===== config.mk =====
export PLATFORM = sky130hd
export DESIGN_NAME = set_job_issuer
export DESIGN_NICKNAME = d
export VERILOG_FILES = /design/src/rtl/set_job_issuer.sv
export SDC_FILE = /design/constraint.sdc
export NUM_CORES = 1
export LEC_CHECK = 0
export CAP_MARGIN = 20
export CORE_ASPECT_RATIO = 1.4
export CORE_UTILIZATION = 54
export CTS_CLUSTER_DIAMETER = 100
export DETAILED_ROUTE_END_ITERATION = 10
export GPL_TIMING_DRIVEN = 0
export PLACE_DENSITY = 0.83
export SYNTH_ARGS = -nofsm -noshare
export SYNTH_HDL_FRONTEND = slang
export SYNTH_SLANG_ARGS = --single-unit

===== constraint.sdc =====
create_clock -name clk -period 3.1 [get_ports clk]
set_input_delay 0.62 -clock clk [delete_from_list [all_inputs] [get_ports clk]]
set_output_delay 0.62 -clock clk [all_outputs]
set_load 0.01 [all_outputs]

===== src/rtl/set_job_issuer.sv =====
// set_job_issuer: queues (central, radius) jobs in a small FIFO, issues each
// one to the SET engine with a one-cycle en pulse, waits for SET's valid (or
// gives up after TIMEOUT cycles) and holds a tagged result on a valid/ready port.
// Optional checking of the result against a per-job expected candidate is
// built when SET_JOB_ISSUER_CHECK_EN is defined.
module set_job_issuer #(
  parameter int DEPTH   = 4,
  parameter int TAG_W   = 6,
  parameter int TIMEOUT = 1023
) (
  input  logic             clk,
  input  logic             rst,
  input  logic             job_valid,
  output logic             job_ready,
  input  logic [15:0]      job_central,
  input  logic [7:0]       job_radius,
  input  logic [3:0]       job_expect,
  output logic             set_en,
  output logic [15:0]      set_central,
  output logic [7:0]       set_radius,
  input  logic             set_busy,
  input  logic             set_valid,
  input  logic [3:0]       set_candidate,
  output logic             res_valid,
  input  logic             res_ready,
  output logic [3:0]       res_candidate,
  output logic [TAG_W-1:0] res_tag,
  output logic             res_timeout,
  output logic             res_mismatch,
  output logic [15:0]      err_cnt,
  output logic             idle
);

  localparam int AW    = (DEPTH > 1) ? $clog2(DEPTH) : 1;
  localparam int CW    = AW + 1;
  localparam int TMO_W = (TIMEOUT > 1) ? $clog2(TIMEOUT + 1) : 1;

  typedef enum logic [1:0] {S_IDLE, S_ISSUE, S_WAIT} state_t;

  state_t             state_reg;
  logic [15:0]        mem_central [DEPTH];
  logic [7:0]         mem_radius  [DEPTH];
  logic [AW-1:0]      wr_ptr_reg;
  logic [AW-1:0]      rd_ptr_reg;
  logic [CW-1:0]      count_reg;
  logic [TAG_W-1:0]   tag_cnt_reg;
  logic [TAG_W-1:0]   tag_reg;
  logic [TMO_W-1:0]   tmo_cnt_reg;

  logic full;
  logic empty;
  logic push;
  logic pop;
  logic tmo_hit;

  assign full      = (count_reg == CW'(DEPTH));
  assign empty     = (count_reg == '0);
  assign job_ready = !full;
  assign push      = job_valid && !full;
  // A held result blocks issue unless it is being drained on this same edge.
  assign pop       = (state_reg == S_IDLE) && !empty && !set_busy &&
                     (!res_valid || res_ready);
  // The counter reaches TIMEOUT on the edge where it currently holds TIMEOUT-1.
  assign tmo_hit   = (tmo_cnt_reg == TMO_W'(TIMEOUT - 1));
  assign idle      = empty && (state_reg == S_IDLE) && !res_valid;

  // Job storage: plain arrays, read through the registered SET outputs.
  always_ff @(posedge clk) begin
    if (push) begin
      mem_central[wr_ptr_reg] <= job_central;
      mem_radius[wr_ptr_reg]  <= job_radius;
    end
  end

  // FIFO pointers and occupancy; pointers wrap naturally modulo DEPTH.
  always_ff @(posedge clk) begin
    if (rst) begin
      wr_ptr_reg <= '0;
      rd_ptr_reg <= '0;
      count_reg  <= '0;
    end else begin
      if (push) wr_ptr_reg <= wr_ptr_reg + 1'b1;
      if (pop)  rd_ptr_reg <= rd_ptr_reg + 1'b1;
      count_reg <= count_reg + CW'(push) - CW'(pop);
    end
  end

  // Issue/wait/result state machine with registered outputs.
  always_ff @(posedge clk) begin
    if (rst) begin
      state_reg     <= S_IDLE;
      set_en        <= 1'b0;
      set_central   <= '0;
      set_radius    <= '0;
      res_valid     <= 1'b0;
      res_candidate <= '0;
      res_tag       <= '0;
      res_timeout   <= 1'b0;
      tag_cnt_reg   <= '0;
      tag_reg       <= '0;
      tmo_cnt_reg   <= '0;
    end else begin
      if (res_valid && res_ready) res_valid <= 1'b0;
      case (state_reg)
        S_IDLE: begin
          if (pop) begin
            state_reg   <= S_ISSUE;
            set_en      <= 1'b1;
            set_central <= mem_central[rd_ptr_reg];
            set_radius  <= mem_radius[rd_ptr_reg];
            tag_reg     <= tag_cnt_reg;
            tag_cnt_reg <= tag_cnt_reg + 1'b1;
          end
        end
        S_ISSUE: begin
          state_reg   <= S_WAIT;
          set_en      <= 1'b0;
          set_central <= '0;
          set_radius  <= '0;
          tmo_cnt_reg <= '0;
        end
        S_WAIT: begin
          if (set_valid) begin
            state_reg     <= S_IDLE;
            res_candidate <= set_candidate;
            res_tag       <= tag_reg;
            res_timeout   <= 1'b0;
            res_valid     <= 1'b1;
          end else if (tmo_hit) begin
            state_reg     <= S_IDLE;
            res_candidate <= '0;
            res_tag       <= tag_reg;
            res_timeout   <= 1'b1;
            res_valid     <= 1'b1;
          end else begin
            tmo_cnt_reg <= tmo_cnt_reg + 1'b1;
          end
        end
        default: state_reg <= S_IDLE;
      endcase
    end
  end

`ifdef SET_JOB_ISSUER_CHECK_EN
  logic [3:0] mem_expect [DEPTH];
  logic [3:0] expect_reg;
  logic       wait_done;
  logic       mismatch_now;

  assign wait_done    = (state_reg == S_WAIT) && (set_valid || tmo_hit);
  // A timeout always counts as a mismatch.
  assign mismatch_now = !set_valid || (set_candidate != expect_reg);

  // Expected candidate travels alongside its job.
  always_ff @(posedge clk) begin
    if (push) mem_expect[wr_ptr_reg] <= job_expect;
  end

  // Latch expectation at issue; grade the result and count errors (saturating).
  always_ff @(posedge clk) begin
    if (rst) begin
      expect_reg   <= '0;
      res_mismatch <= 1'b0;
      err_cnt      <= '0;
    end else begin
      if (pop) expect_reg <= mem_expect[rd_ptr_reg];
      if (wait_done) begin
        res_mismatch <= mismatch_now;
        if (mismatch_now && (err_cnt != 16'hFFFF)) err_cnt <= err_cnt + 16'd1;
      end
    end
  end
`else
  wire unused_expect = ^job_expect;
  assign res_mismatch = 1'b0;
  assign err_cnt      = '0;
`endif

endmodule


Word-level counts from Yosys, hierarchy flattened
Memory sizes are Yosys's and may differ from the RTL's. A register that Yosys moved wholly into a read port is not among the register bits.
Cells that the tools add are included.
{ "word_totals": {"register_bits": 68, "ramBits": 96, "in_bits": 38, "mem_count": 2} }
{ "classes": {"addsub": 6, "n_eq_ne": 8, "n_mux": 29, "n_reduce_logical": 22} }
{ "mem_list": {"columns": ["memory", "depth", "width", "read_ports", "rd_ports_with_merged_regs", "wr", "line", "rtl"], "rows": [
  ["mem_central", 4, 16, 1, 1, 1, "41", "logic [15:0] mem_central [DEPTH];"],
  ["mem_radius", 4, 8, 1, 1, 1, "42", "logic [7:0] mem_radius [DEPTH];"]
]} }
{ "ops": {"columns": ["cell", "n"], "rows": [
  ["$pmux 16 s2", 1],
  ["$mux 10", 2],
  ["$pmux 10 s2", 1],
  ["$mux 16", 1],
  ["$pmux 8 s2", 1],
  ["$mux 2", 7],
  ["$mux 6", 2],
  ["$add 10x1->10 const B", 1],
  ["$eq 10x10->1 const B", 1],
  ["$mux 1", 9],
  ["$mux 4", 2],
  ["$mux 8", 1],
  ["$reduce_and 2->1", 4],
  ["$logic_and 1x1->1", 7],
  ["$add 6x1->6 const B", 1],
  ["$ne 2x2->1 const B", 3],
  ["$pmux 2 s3", 1],
  ["$reduce_bool 2->1", 3],
  ["$add 2x1->2 const B", 2],
  ["$logic_not 1->1", 4],
  ["$add 3x1->3", 1],
  ["$eq 3x3->1 const B", 1],
  ["$logic_not 3->1", 1],
  ["$ne 3x3->1 const B", 1],
  ["7 further kinds", 7]
]} }

Depth between registers and ports, before layout
Gate-level depths: netlist of the first run.
{ "logic_depth": {"ltp_word": 7, "ltp_mapped": 12, "ltp_nobuf": 11} }

Worst setup path before layout of the first run
Ideal clock, no wire load.
{ "synth_path": {"path_type": "input to register", "startpoint": "input set_busy", "endpoint": "register count_reg[2]", "setup_ns": 0.128, "t_arrival_ns": 2.528, "required_time_ns": 2.972, "setup_slack_ns": 0.444, "path_stages": 12, "path_buffers": 1, "cell_sequence": "nor3_1 -> nand3_1 -> inv_2 -> buf_1 -> ha_1 -> inv_1 -> ha_1 -> inv_1 -> fa_1 -> xor2_1 -> xnor2_1 -> nor2_1"} }
{ "synth_via": {"elab_chain_len": 4} }
{ "synth_lines": {"columns": ["item", "line", "rtl"], "rows": [
  ["start: declaration", "21", "input logic set_busy,"],
  ["$logic_not 1->1", "61", "assign pop = (state_reg == S_IDLE) && !empty && !set_busy &&"],
  ["$logic_and 1x1->1 (2 in series)", "61", null],
  ["net pop", "53", "logic pop;"],
  ["$sub 3x1->3", "84", "count_reg <= count_reg + CW'(push) - CW'(pop);"],
  ["end signal: assignment", "84", null],
  ["end: declaration", "45", "logic [CW-1:0] count_reg;"]
]} }
The timed path passes the listed nets, and every way through them passes these cells.
A chain may end at the register's enable or synchronous reset.

Worst setup path in the final report of the first run
{ "layout_path": {"startpoint": "input set_busy", "endpoint": "register count_reg[2]"} }
{ "layout_via": {"elab_chain_len": 4} }
{ "layout_lines": {"columns": ["item", "line"], "rows": [
  ["$logic_not 1->1", "61"],
  ["$logic_and 1x1->1 (2 in series)", "61"],
  ["$sub 3x1->3", "84"]
]} }
No other way between the ends.

==> flow_summary.json, run 1 <==
{
  "cts.sinks": 166,
  "fin_skew_ns": 0.00709,
  "p_seq_share_pct": 43.9,
  "irDropWorstVdd_mv": 0.427,
  "grt_max_degree": 19,
  "holdBufCountCts": 0,
  "clkLatencyLatePin_ns": 0.42,
  "slowest_delay_ns": 0.41,
  "largest_register": "mem_central",
  "numCtsBuffers": 17,
  "synth_edf_count": 96,
  "nFillCells": 799,
  "p_leak_nw": 2.79,
  "async_reset_ff_share_pct": 0,
  "num_rows": 47,
  "layout.nets": 650,
  "synth_area_mm2": 0.00650,
  "utilization_pct": 69.0,
  "cts_max_level": 4,
  "r2r_cells": 11,
  "start_util_pct": 55.3,
  "drive_gt1_share_pct": 14.6,
  "wire_per_inst_um": 17.9,
  "avgSynthCellArea_um2": 13.2,
  "crit_fanout": 18,
  "post_cts_resized": 0,
  "post-cts-setup-buffer-count": 0,
  "worst_pin_slew_ns": 0.842,
  "largestRegisters": "mem_central (64), mem_radius (32), set_central (16)",
  "grt_pass1_vias": 4459,
  "hpwl_mm": 9.33,
  "worstSetupStartpointType": "primary input",
  "yosys_warnings": 0,
  "critPathArrivalTime_ns": 3.11,
  "via_per_inst": 5.58,
  "wl_mm": 13.7,
  "rsz0062_at_grt": "no",
  "finalMaxSlewViolations": 0,
  "track_usage_pct": 23.7,
  "path_class": "in2reg",
  "tritoncts": "yes",
  "pwr-share-comb_pct": 22.7,
  "power_density_mw_per_mm2": 771,
  "synth_cells": 492,
  "drt_iter0_markers": 231,
  "io_pins": 94,
  "regArea_mm2": 0.00428,
  "dr_total_vias": 4252,
  "antenna_found_initial": 0,
  "die_h_um": 132,
  "antenna_left": 0,
  "globalplace.congestion": 0.815,
  "clk_pin_slew_worst_paths_ns": 0.07,
  "fin_area_mm2": 0.00812,
  "outcome": "complete, no violations",
  "fmax_mhz": 354,
  "critical_path_required_ns": 3.39,
  "area_growth_pct": 24.8,
  "place.port_buffers": 72,
  "setup_viol": 0,
  "cts-root-buf": "clkbuf_16",
  "drt_first_pass_iters": 5,
  "ys_seq_elements": 166,
  "placed_cell_area_mm2": 0.00753,
  "finalHoldViolations": 0,
  "drc": 0,
  "ys_types": 44,
  "cp_cell_sequence": "clkdlybuf4s50_1 > nor3_1 > nand3_1 > inv_2 > ha_1 > inv_1 > ha_1 > inv_1 > fa_1 > xor2_1 > xnor2_1 > nor2_1",
  "hold-path-cell-count": 2,
  "dieArea_mm2": 0.0125,
  "min_period_over_period_pct": 91.1,
  "multi_input_area_mm2": 0.00197,
  "core_area_mm2": 0.0118,
  "synthFlopType": "edfxtp_1",
  "slew_headroom_pct": 43.8,
  "hold_path.class": "reg2reg",
  "end_kind": "flop",
  "fin_crit_ns": 2.83,
  "slowest_stage": "clkdlybuf4s50_1",
  "p_sw_mw": 1.79,
  "clockPowerShare_pct": 33.5,
  "fp.dieW_um": 94.8,
  "internal_power_mw": 4.47,
  "ys_seq_area_share_pct": 65.9,
  "cap_violations": 0,
  "netSwitchingFraction_pct": 28.5,
  "antenna_cells": 0,
  "grt-ovfl-total": 0,
  "grt_pass1_wl_mm": 21.9,
  "clk_path_buf_depth": 2,
  "largest_register_ffs": 64
}
## layout make-up
type,count,area share [%]
buffer,47,3.27
clock inverter,15,2.08
tap,147,2.27
timing repair buffer,76,9.61
clock buffer,17,5.24
multi-input combinational,284,24.3
sequential,166,52.8
inverter,10,0.462
## Yosys cell counts, types with 2 or more instances
cell type | number | area [um2]
ha_1 | 9 | 113
nor2b_1 | 4 | 25.0
edfxtp_1 | 96 | 2880
nand2_1 | 56 | 210
nand2b_1 | 5 | 31.3
nand4_1 | 6 | 37.5
or4_1 | 3 | 22.5
a31oi_1 | 3 | 18.8
nor2_1 | 14 | 52.6
xnor2_1 | 4 | 35.0
nor4_1 | 2 | 12.5
xor2_1 | 2 | 17.5
and3_1 | 6 | 37.5
buf_6 | 2 | 22.5
a21oi_1 | 53 | 265
inv_1 | 9 | 33.8
clkbuf_1 | 16 | 60.1
buf_1 | 5 | 18.8
o211ai_1 | 7 | 52.6
and2_1 | 2 | 12.5
nor3_1 | 3 | 15.0
dfxtp_1 | 70 | 1400
o21ai_0 | 13 | 65.1
nand3_1 | 29 | 145
or3_1 | 7 | 43.8
buf_2 | 8 | 40.0
mux2i_1 | 2 | 20.0
buf_4 | 17 | 128
mux4_2 | 24 | 541
## per-layer routing
metal / up-vias / GRT usage [%] / wire (um)
li1: 2004 / - / -
met2: 164 / 42.9 / 7700
met1: 2057 / 25.0 / 5030
met4: 0 / 10.6 / 334
met3: 27 / 6.40 / 603
met5: - / 0 / 0
## path summary, 6_finish.rpt
kind,start,endpoint,slack [ns]
max,set_busy,count_reg[2]$_SDFF_PP0_,0.27
min,tag_reg[0]$_SDFFE_PP0P_,tag_reg[0]$_SDFFE_PP0P_,0.46
max reg2reg,state_reg[1]$_SDFFE_PP0P_,count_reg[2]$_SDFF_PP0_,0.47
min reg2reg,tag_reg[0]$_SDFFE_PP0P_,tag_reg[0]$_SDFFE_PP0P_,0.46
## per-stage QoR
step | TNS (ns) | hold slack, ns | setup WS (ns) | power, mW | std cells
after floorplan | 0 | 0.437 | 0.444 | 3.64 | 508
after global placement | -0.485 | 0.446 | -0.343 | 4.11 | 727
after detailed placement | -0.694 | 0.448 | -0.469 | 4.20 | 731
after CTS | 0 | 0.458 | 0.266 | 6.29 | 762
after global routing | 0 | 0.485 | 0.0839 | 6.53 | 762
final | 0 | 0.460 | 0.275 | 6.26 | 762
## cell usage in the layout (no fill, tap or decap), types with 5 or more instances in the layout
| cell type | count |
|---|---|
| or3_1 | 7 |
| nand2_1 | 56 |
| inv_1 | 9 |
| nand3_1 | 29 |
| clkdlybuf4s50_1 | 72 |
| and3_1 | 6 |
| dfxtp_1 | 70 |
| a21oi_1 | 53 |
| edfxtp_1 | 96 |
| clkbuf_16 | 17 |
| mux4_2 | 24 |
| nor2_1 | 14 |
| nand4_1 | 6 |
| ha_1 | 9 |
| o21ai_0 | 13 |
| o211ai_1 | 7 |
| clkbuf_1 | 16 |
| buf_4 | 17 |
| buf_2 | 8 |
| conb_1 | 17 |
| nand2b_1 | 5 |
## power groups by stage
stage	Combinational [mW]	Sequential (mW)	Clock [mW]
after global placement	1.34	2.77	0
after detailed placement	1.41	2.79	0
after global routing	1.55	2.77	2.22
after CTS	1.43	2.75	2.12
final	1.42	2.75	2.10
after floorplan	0.854	2.79	0
## cells by family after synthesis
kind of cell    count (synthesis)  share of synthesized area, %
fa+ha+maj                      10                          2.04
mux                            27                          8.79
simple gates                  140                          10.3
flops                         166                          65.9
buf+inv                        58                          4.71
other cells                     1                        0.0576
compound gates                 84                          7.39
xor+xnor                        6                         0.808
## critical path: cells and delay by family
family / cells / cell delay, ns
xor+xnor: 2 / 0.33
fa+ha+maj: 3 / 0.82
simple gates: 3 / 0.52
buf+inv: 4 / 0.83
Power figures use the tool's default switching activity.
==> run 2, diff against run 1 <==
Settings changed: CORE_UTILIZATION 54 to 49, PLACE_DENSITY 0.83 to 0.8.
Clock period 3.1 ns to 2.3 ns, I/O delays scaled along.
==> run 2 against run 1 <==
Against the previous run:
- the flow now finishes with violations (setup timing)
- sequential share of layout area shrank 1.1 points
- register-to-register slack lost 0.51 ns
- first-iteration DRC count grew 23%
- worst setup slack lost 0.31 ns
- flip-flop and latch count is the same
- routed wire length grew 3.7%
- clock power grew 35%
- cell count grew 2.6%
- non-clock buffer count grew 14
- final area grew 2.4%
- critical path type is now reg2reg
- largest power group unchanged
==> flow_summary.json, run 2 (synthesis results as in run 1) <==
{
  "outcome": "complete, but fails checks",
  "violations": "setup timing",
  "start_util_pct": 50.5,
  "critPathArrivalTime_ns": 2.63,
  "cts_max_level": 4,
  "hold_path.class": "reg2reg",
  "placed_cell_area_mm2": 0.00757,
  "track_usage_pct": 21.1,
  "clk_path_buf_depth": 2,
  "fin_skew_ns": 0.0109,
  "area_growth_pct": 27.8,
  "grt_pass1_vias": 4544,
  "fin_area_mm2": 0.00831,
  "layout.nets": 664,
  "grt_pass1_wl_mm": 22.1,
  "largest_register": "mem_central",
  "cts-root-buf": "clkbuf_16",
  "antenna_left": 0,
  "hpwl_mm": 9.45,
  "via_per_inst": 5.64,
  "wl_mm": 14.2,
  "critical_path_required_ns": 2.60,
  "cts.sinks": 166,
  "cap_violations": 0,
  "final_common_cell": "edfxtp_1",
  "largest_register_ffs": 64,
  "drc": 0,
  "setup_viol": 1,
  "crit_buf_inv": 3,
  "crit_family": "adder cells",
  "path_class": "reg2reg",
  "dr_total_vias": 4410,
  "dieArea_mm2": 0.0137,
  "clkLatencyLatePin_ns": 0.43,
  "core_area_mm2": 0.0129,
  "drt_iter0_markers": 284,
  "largestRegisters": "mem_central (64), mem_radius (32), set_central (16)",
  "regArea_mm2": 0.00429,
  "wire_per_inst_um": 18.1,
  "crit_fanout": 5,
  "grt-ovfl-total": 0,
  "tritoncts": "yes",
  "slew_headroom_pct": 43.7,
  "p_leak_nw": 2.87,
  "slowest_stage": "or3b_4",
  "fp.dieW_um": 99.4,
  "multi_input_area_mm2": 0.00204,
  "layout_setup_ws_ns": -0.0391,
  "globalplace.congestion": 0.813,
  "die_h_um": 138,
  "fin_crit_ns": 2.34,
  "layout_common_cells": "96 x edfxtp_1, 70 x clkdlybuf4s50_1, 67 x dfxtp_1",
  "antenna_found_initial": 0,
  "numCtsBuffers": 17,
  "worstSetupStartpointType": "flop",
  "worst_pin_slew_ns": 0.845,
  "end_kind": "flop",
  "min_period_over_period_pct": 102,
  "finalHoldViolations": 0,
  "num_rows": 49,
  "irDropWorstVdd_mv": 0.580,
  "drive_gt1_share_pct": 18.6,
  "grt_max_degree": 17,
  "fmax_mhz": 428,
  "antenna_cells": 0,
  "drt_first_pass_iters": 5,
  "io_pins": 94,
  "power_density_mw_per_mm2": 1050,
  "cp_cell_sequence": "or3b_4 > and2_4 > inv_4 > ha_4 > inv_4 > ha_4 > inv_2 > fa_2 > xor2_1 > xnor2_1 > nor2_1",
  "slowest_delay_ns": 0.42,
  "clk_pin_slew_worst_paths_ns": 0.06,
  "finalMaxSlewViolations": 0,
  "place.port_buffers": 72,
  "nFillCells": 926,
  "whs_ns": 0.457
}
==> run 2: path summary, 6_finish.rpt <==
path                                         startpoint                 endpoint  slack (ns)  cells past startpoint
worst min register to register  tag_reg[0]$_SDFFE_PP0P_  tag_reg[0]$_SDFFE_PP0P_        0.46                      2
worst max-delay path            count_reg[2]$_SDFF_PP0_  count_reg[2]$_SDFF_PP0_       -0.04                     11
worst max register to register  count_reg[2]$_SDFF_PP0_  count_reg[2]$_SDFF_PP0_       -0.04                     11
worst min-delay path            tag_reg[0]$_SDFFE_PP0P_  tag_reg[0]$_SDFFE_PP0P_        0.46                      2
==> run 2: worst register-to-register path, delay by kind of cell, from the launching register on <==
family	cells	cell delay, ns
flops	1	0.36
fa+ha+maj	3	0.67
simple gates	3	0.64
buf+inv	3	0.15
xor+xnor	2	0.40
==> run 2: area by class of cell <==
type,count,share of cell area [%]
Timing Repair Buffer,90,10.6
Buffer,47,3.19
Clock buffer,20,5.25
Multi-Input combinational cell,284,24.6
Clock inverter,12,1.75
Inverter,10,0.662
Tap cell,153,2.30
Sequential cell,166,51.6
==> run 2: repair_timing <==
item | CTS | global route
hold buffers | 0 | 0
buffers inserted | 1 | 13
gates resized for setup | 5 | 18
pin swaps | 2 | 7
endpoints found under the setup margin | 2 | 2
==> run 2: layer usage <==
metal / share of wire (%) / GRT usage [%]
met1: 37 / 22.8
met2: 55 / 38.2
met3: 5.2 / 5.36
met4: 2.8 / 9.83
met5: 0 / 0
==> run 2: power by group <==
part           leakage [nW]  internal [mW]  switching, mW
clock                 0.275           1.62           1.20
combinational          1.14           1.08           1.11
sequential             1.45           3.53          0.185
==> run 2: through the flow <==
| stage | util [%] | total power [mW] | setup WS [ns] | setup TNS (ns) | cells |
|---|---|---|---|---|---|
| 6_report | 64.6 | 8.73 | -0.0391 | -0.0391 | 782 |
| 3_3_place_gp | 58.3 | 5.60 | -0.563 | -17.88 | 733 |
| 5_1_grt | 64.6 | 9.08 | -0.0873 | -0.0873 | 782 |
| 4_1_cts | 63.5 | 8.52 | -0.158 | -0.158 | 770 |
| 2_1_floorplan | - | 4.97 | 0.0109 | 0 | 508 |
| 3_5_place_dp | 58.8 | 5.71 | -0.674 | -7.88 | 737 |
==> run 3, diff against run 2 <==
Settings changed: CORE_UTILIZATION 49 to 50, CTS_CLUSTER_DIAMETER 100 to unset, DONT_BUFFER_PORTS set to 1, PLACE_DENSITY 0.8 to 0.72.
==> run 3 against run 2 <==
Against the previous run:
- the flow finishes with violations (DRC, setup timing)
- register-to-register slack hardly changed
- global-route usage decreased by 1.1 points
- clock power up 6%
- largest cell class unchanged
==> flow_summary.json, run 3 (synthesis results as in run 1) <==
{
  "power_density_mw_per_mm2": 1110,
  "grt-ovfl-total": 0,
  "worstSetupStartpointType": "flop",
  "die_h_um": 137,
  "hold_start": "job_central[2]",
  "final_common_cell": "edfxtp_1",
  "wl_met3_um": 769,
  "critPathArrivalTime_ns": 2.63,
  "drc": 4,
  "grt_pass1_vias": 3966,
  "placed_cell_area_mm2": 0.00686,
  "cts-root-buf": "clkbuf_16",
  "end_kind": "flop",
  "worst_pin_slew_ns": 0.772,
  "critical_path_required_ns": 2.57,
  "finalHoldViolations": 0,
  "cts_max_level": 4,
  "largest_register": "mem_central",
  "area_growth_pct": 16.6,
  "start_util_pct": 52.1,
  "met1Wirelength_mm": 4.72,
  "p_seq_share_pct": 44.8,
  "min_period_over_period_pct": 102,
  "track_usage_pct": 20.0,
  "numCtsBuffers": 17,
  "worstSetupStartpoint": "count_reg[0]$_SDFF_PP0_",
  "dieArea_mm2": 0.0135,
  "hpwl_mm": 8.71,
  "io_pins": 94,
  "reg2reg_slack_ns": -0.05,
  "holdBufCountCts": 0,
  "r2r-end": "count_reg[2]$_SDFF_PP0_",
  "drt_first_pass_iters": 11,
  "multi_input_area_mm2": 0.00204,
  "layout_setup_ws_ns": -0.0525,
  "fp.dieW_um": 98.4,
  "fin_skew_ns": 0.0124,
  "nFillCells": 982,
  "globalplace.congestion": 0.845,
  "dr_total_vias": 3925,
  "outcome": "complete, but fails checks",
  "regArea_mm2": 0.00429,
  "wl_mm": 12.8,
  "layout.nets": 583,
  "grt_pass1_wl_mm": 20.2,
  "violations": "DRC, setup timing",
  "num_rows": 48,
  "layout_common_cells": "96 x edfxtp_1, 67 x dfxtp_1, 56 x nand2_1",
  "fmax_mhz": 425,
  "drt_iter0_markers": 241,
  "slew_headroom_pct": 48.5,
  "clk_pin_slew_worst_paths_ns": 0.07,
  "clkLatencyLatePin_ns": 0.41,
  "rr_startpoint": "count_reg[0]$_SDFF_PP0_",
  "antenna_left": 0,
  "hold-path-cell-count": 0,
  "setup_viol": 1,
  "fin_area_mm2": 0.00758,
  "holdPathEnd": "mem_central[1][2]$_DFFE_PP_",
  "cap_violations": 0,
  "finalMaxSlewViolations": 0,
  "p_leak_nw": 2.59,
  "pwr-share-comb_pct": 19.8,
  "irDropWorstVdd_mv": 0.583,
  "whs_ns": 0.137,
  "p_sw_mw": 2.40,
  "clockPowerShare_pct": 35.5,
  "rsz0062_at_grt": "yes",
  "crit_fanout": 6,
  "tritoncts": "yes",
  "antenna_found_initial": 0,
  "largest_register_ffs": 64,
  "drive_gt1_share_pct": 20.1,
  "internal_power_mw": 6.04,
  "antenna_cells": 0,
  "largestRegisters": "mem_central (64), mem_radius (32), set_central (16)",
  "cts.sinks": 166,
  "clk_path_buf_depth": 2,
  "fin_crit_ns": 2.35,
  "highest_layer": "met4",
  "netSwitchingFraction_pct": 28.4,
  "grt_max_degree": 19,
  "path_class": "reg2reg",
  "core_area_mm2": 0.0125,
  "hold_path.class": "in2reg",
  "r2r_cells": 11,
  "wl_met2_mm": 7.00,
  "via_per_inst": 5.62,
  "wire_per_inst_um": 18.4,
  "place.port_buffers": 0
}
[run 3: cell count changes in the layout (fill, tap and decap cells not counted), moves of 2 or more]
cell	delta
clkdlybuf4s50_1	-70
inv_8	+4
clkbuf_1	-3
buf_4	-9
clkinvlp_4	-2
[run 3: worst max-delay path by stage]
| stage | slack, ns | depth (start not counted) | endpoint |
|---|---|---|---|
| global placement | -0.12 | 12 | count_reg[2]$_SDFF_PP0_ |
| detailed placement | -0.15 | 12 | count_reg[2]$_SDFF_PP0_ |
| CTS | 0.004 | 11 | count_reg[2]$_SDFF_PP0_ |
| global route | -0.14 | 11 | count_reg[2]$_SDFF_PP0_ |
| floorplan | 0.01 | 11 | count_reg[2]$_SDFF_PP0_ |
| finish | -0.05 | 11 | count_reg[2]$_SDFF_PP0_ |
[run 3: metal layers]
| layer | global-route usage [%] | vias to the layer above |
|---|---|---|
| met5 | 0 | - |
| met4 | 10.0 | 0 |
| met3 | 5.46 | 27 |
| met2 | 36.3 | 126 |
| met1 | 21.5 | 1908 |
| li1 | - | 1864 |
[run 3: area by class of cell]
type	instances	area share (%)
Inverter	10	0.627
Clock buffer	18	5.66
Clock inverter	14	2.71
Tap cell	150	2.48
Multi-Input combinational cell	284	26.9
Buffer	47	3.51
Timing Repair Buffer	9	1.45
Sequential cell	166	56.6
[run 3: per-stage QoR]
step	power (mW)	util, %	setup WS (ns)	std cells	TNS [ns]
after floorplan	4.97	-	0.0109	508	0
after global placement	5.31	54.3	-0.120	658	-0.120
after detailed placement	5.40	54.9	-0.148	662	-0.148
after CTS	8.44	60.3	0.00429	697	0
after global routing	8.81	60.7	-0.140	698	-0.140
final	8.45	60.7	-0.0525	698	-0.0525
[run 3: timing repair]
| action | in CTS | in global routing |
|---|---|---|
| setup buffers | 4 | 1 |
| pin swaps | 6 | 5 |
| setup endpoints to repair | 1 | 2 |
| gates resized for setup | 6 | 14 |
[run 3: power by group through the flow]
stage	Combinational, mW	Clock, mW	Sequential [mW]
2_1_floorplan	1.20	0	3.76
3_3_place_gp	1.49	0	3.82
3_5_place_dp	1.57	0	3.83
4_1_cts	1.63	3.04	3.77
5_1_grt	1.85	3.14	3.82
6_report	1.67	3.00	3.78
[run 3: critical path, stage by stage, from the launching register on]
cell	delay, ns
dfxtp_2	0.35
or3b_4	0.44
and2_4	0.19
inv_4	0.06
ha_4	0.19
inv_2	0.06
ha_4	0.12
inv_2	0.04
fa_2	0.39
xor2_2	0.18
xnor2_1	0.15
nor2_1	0.05
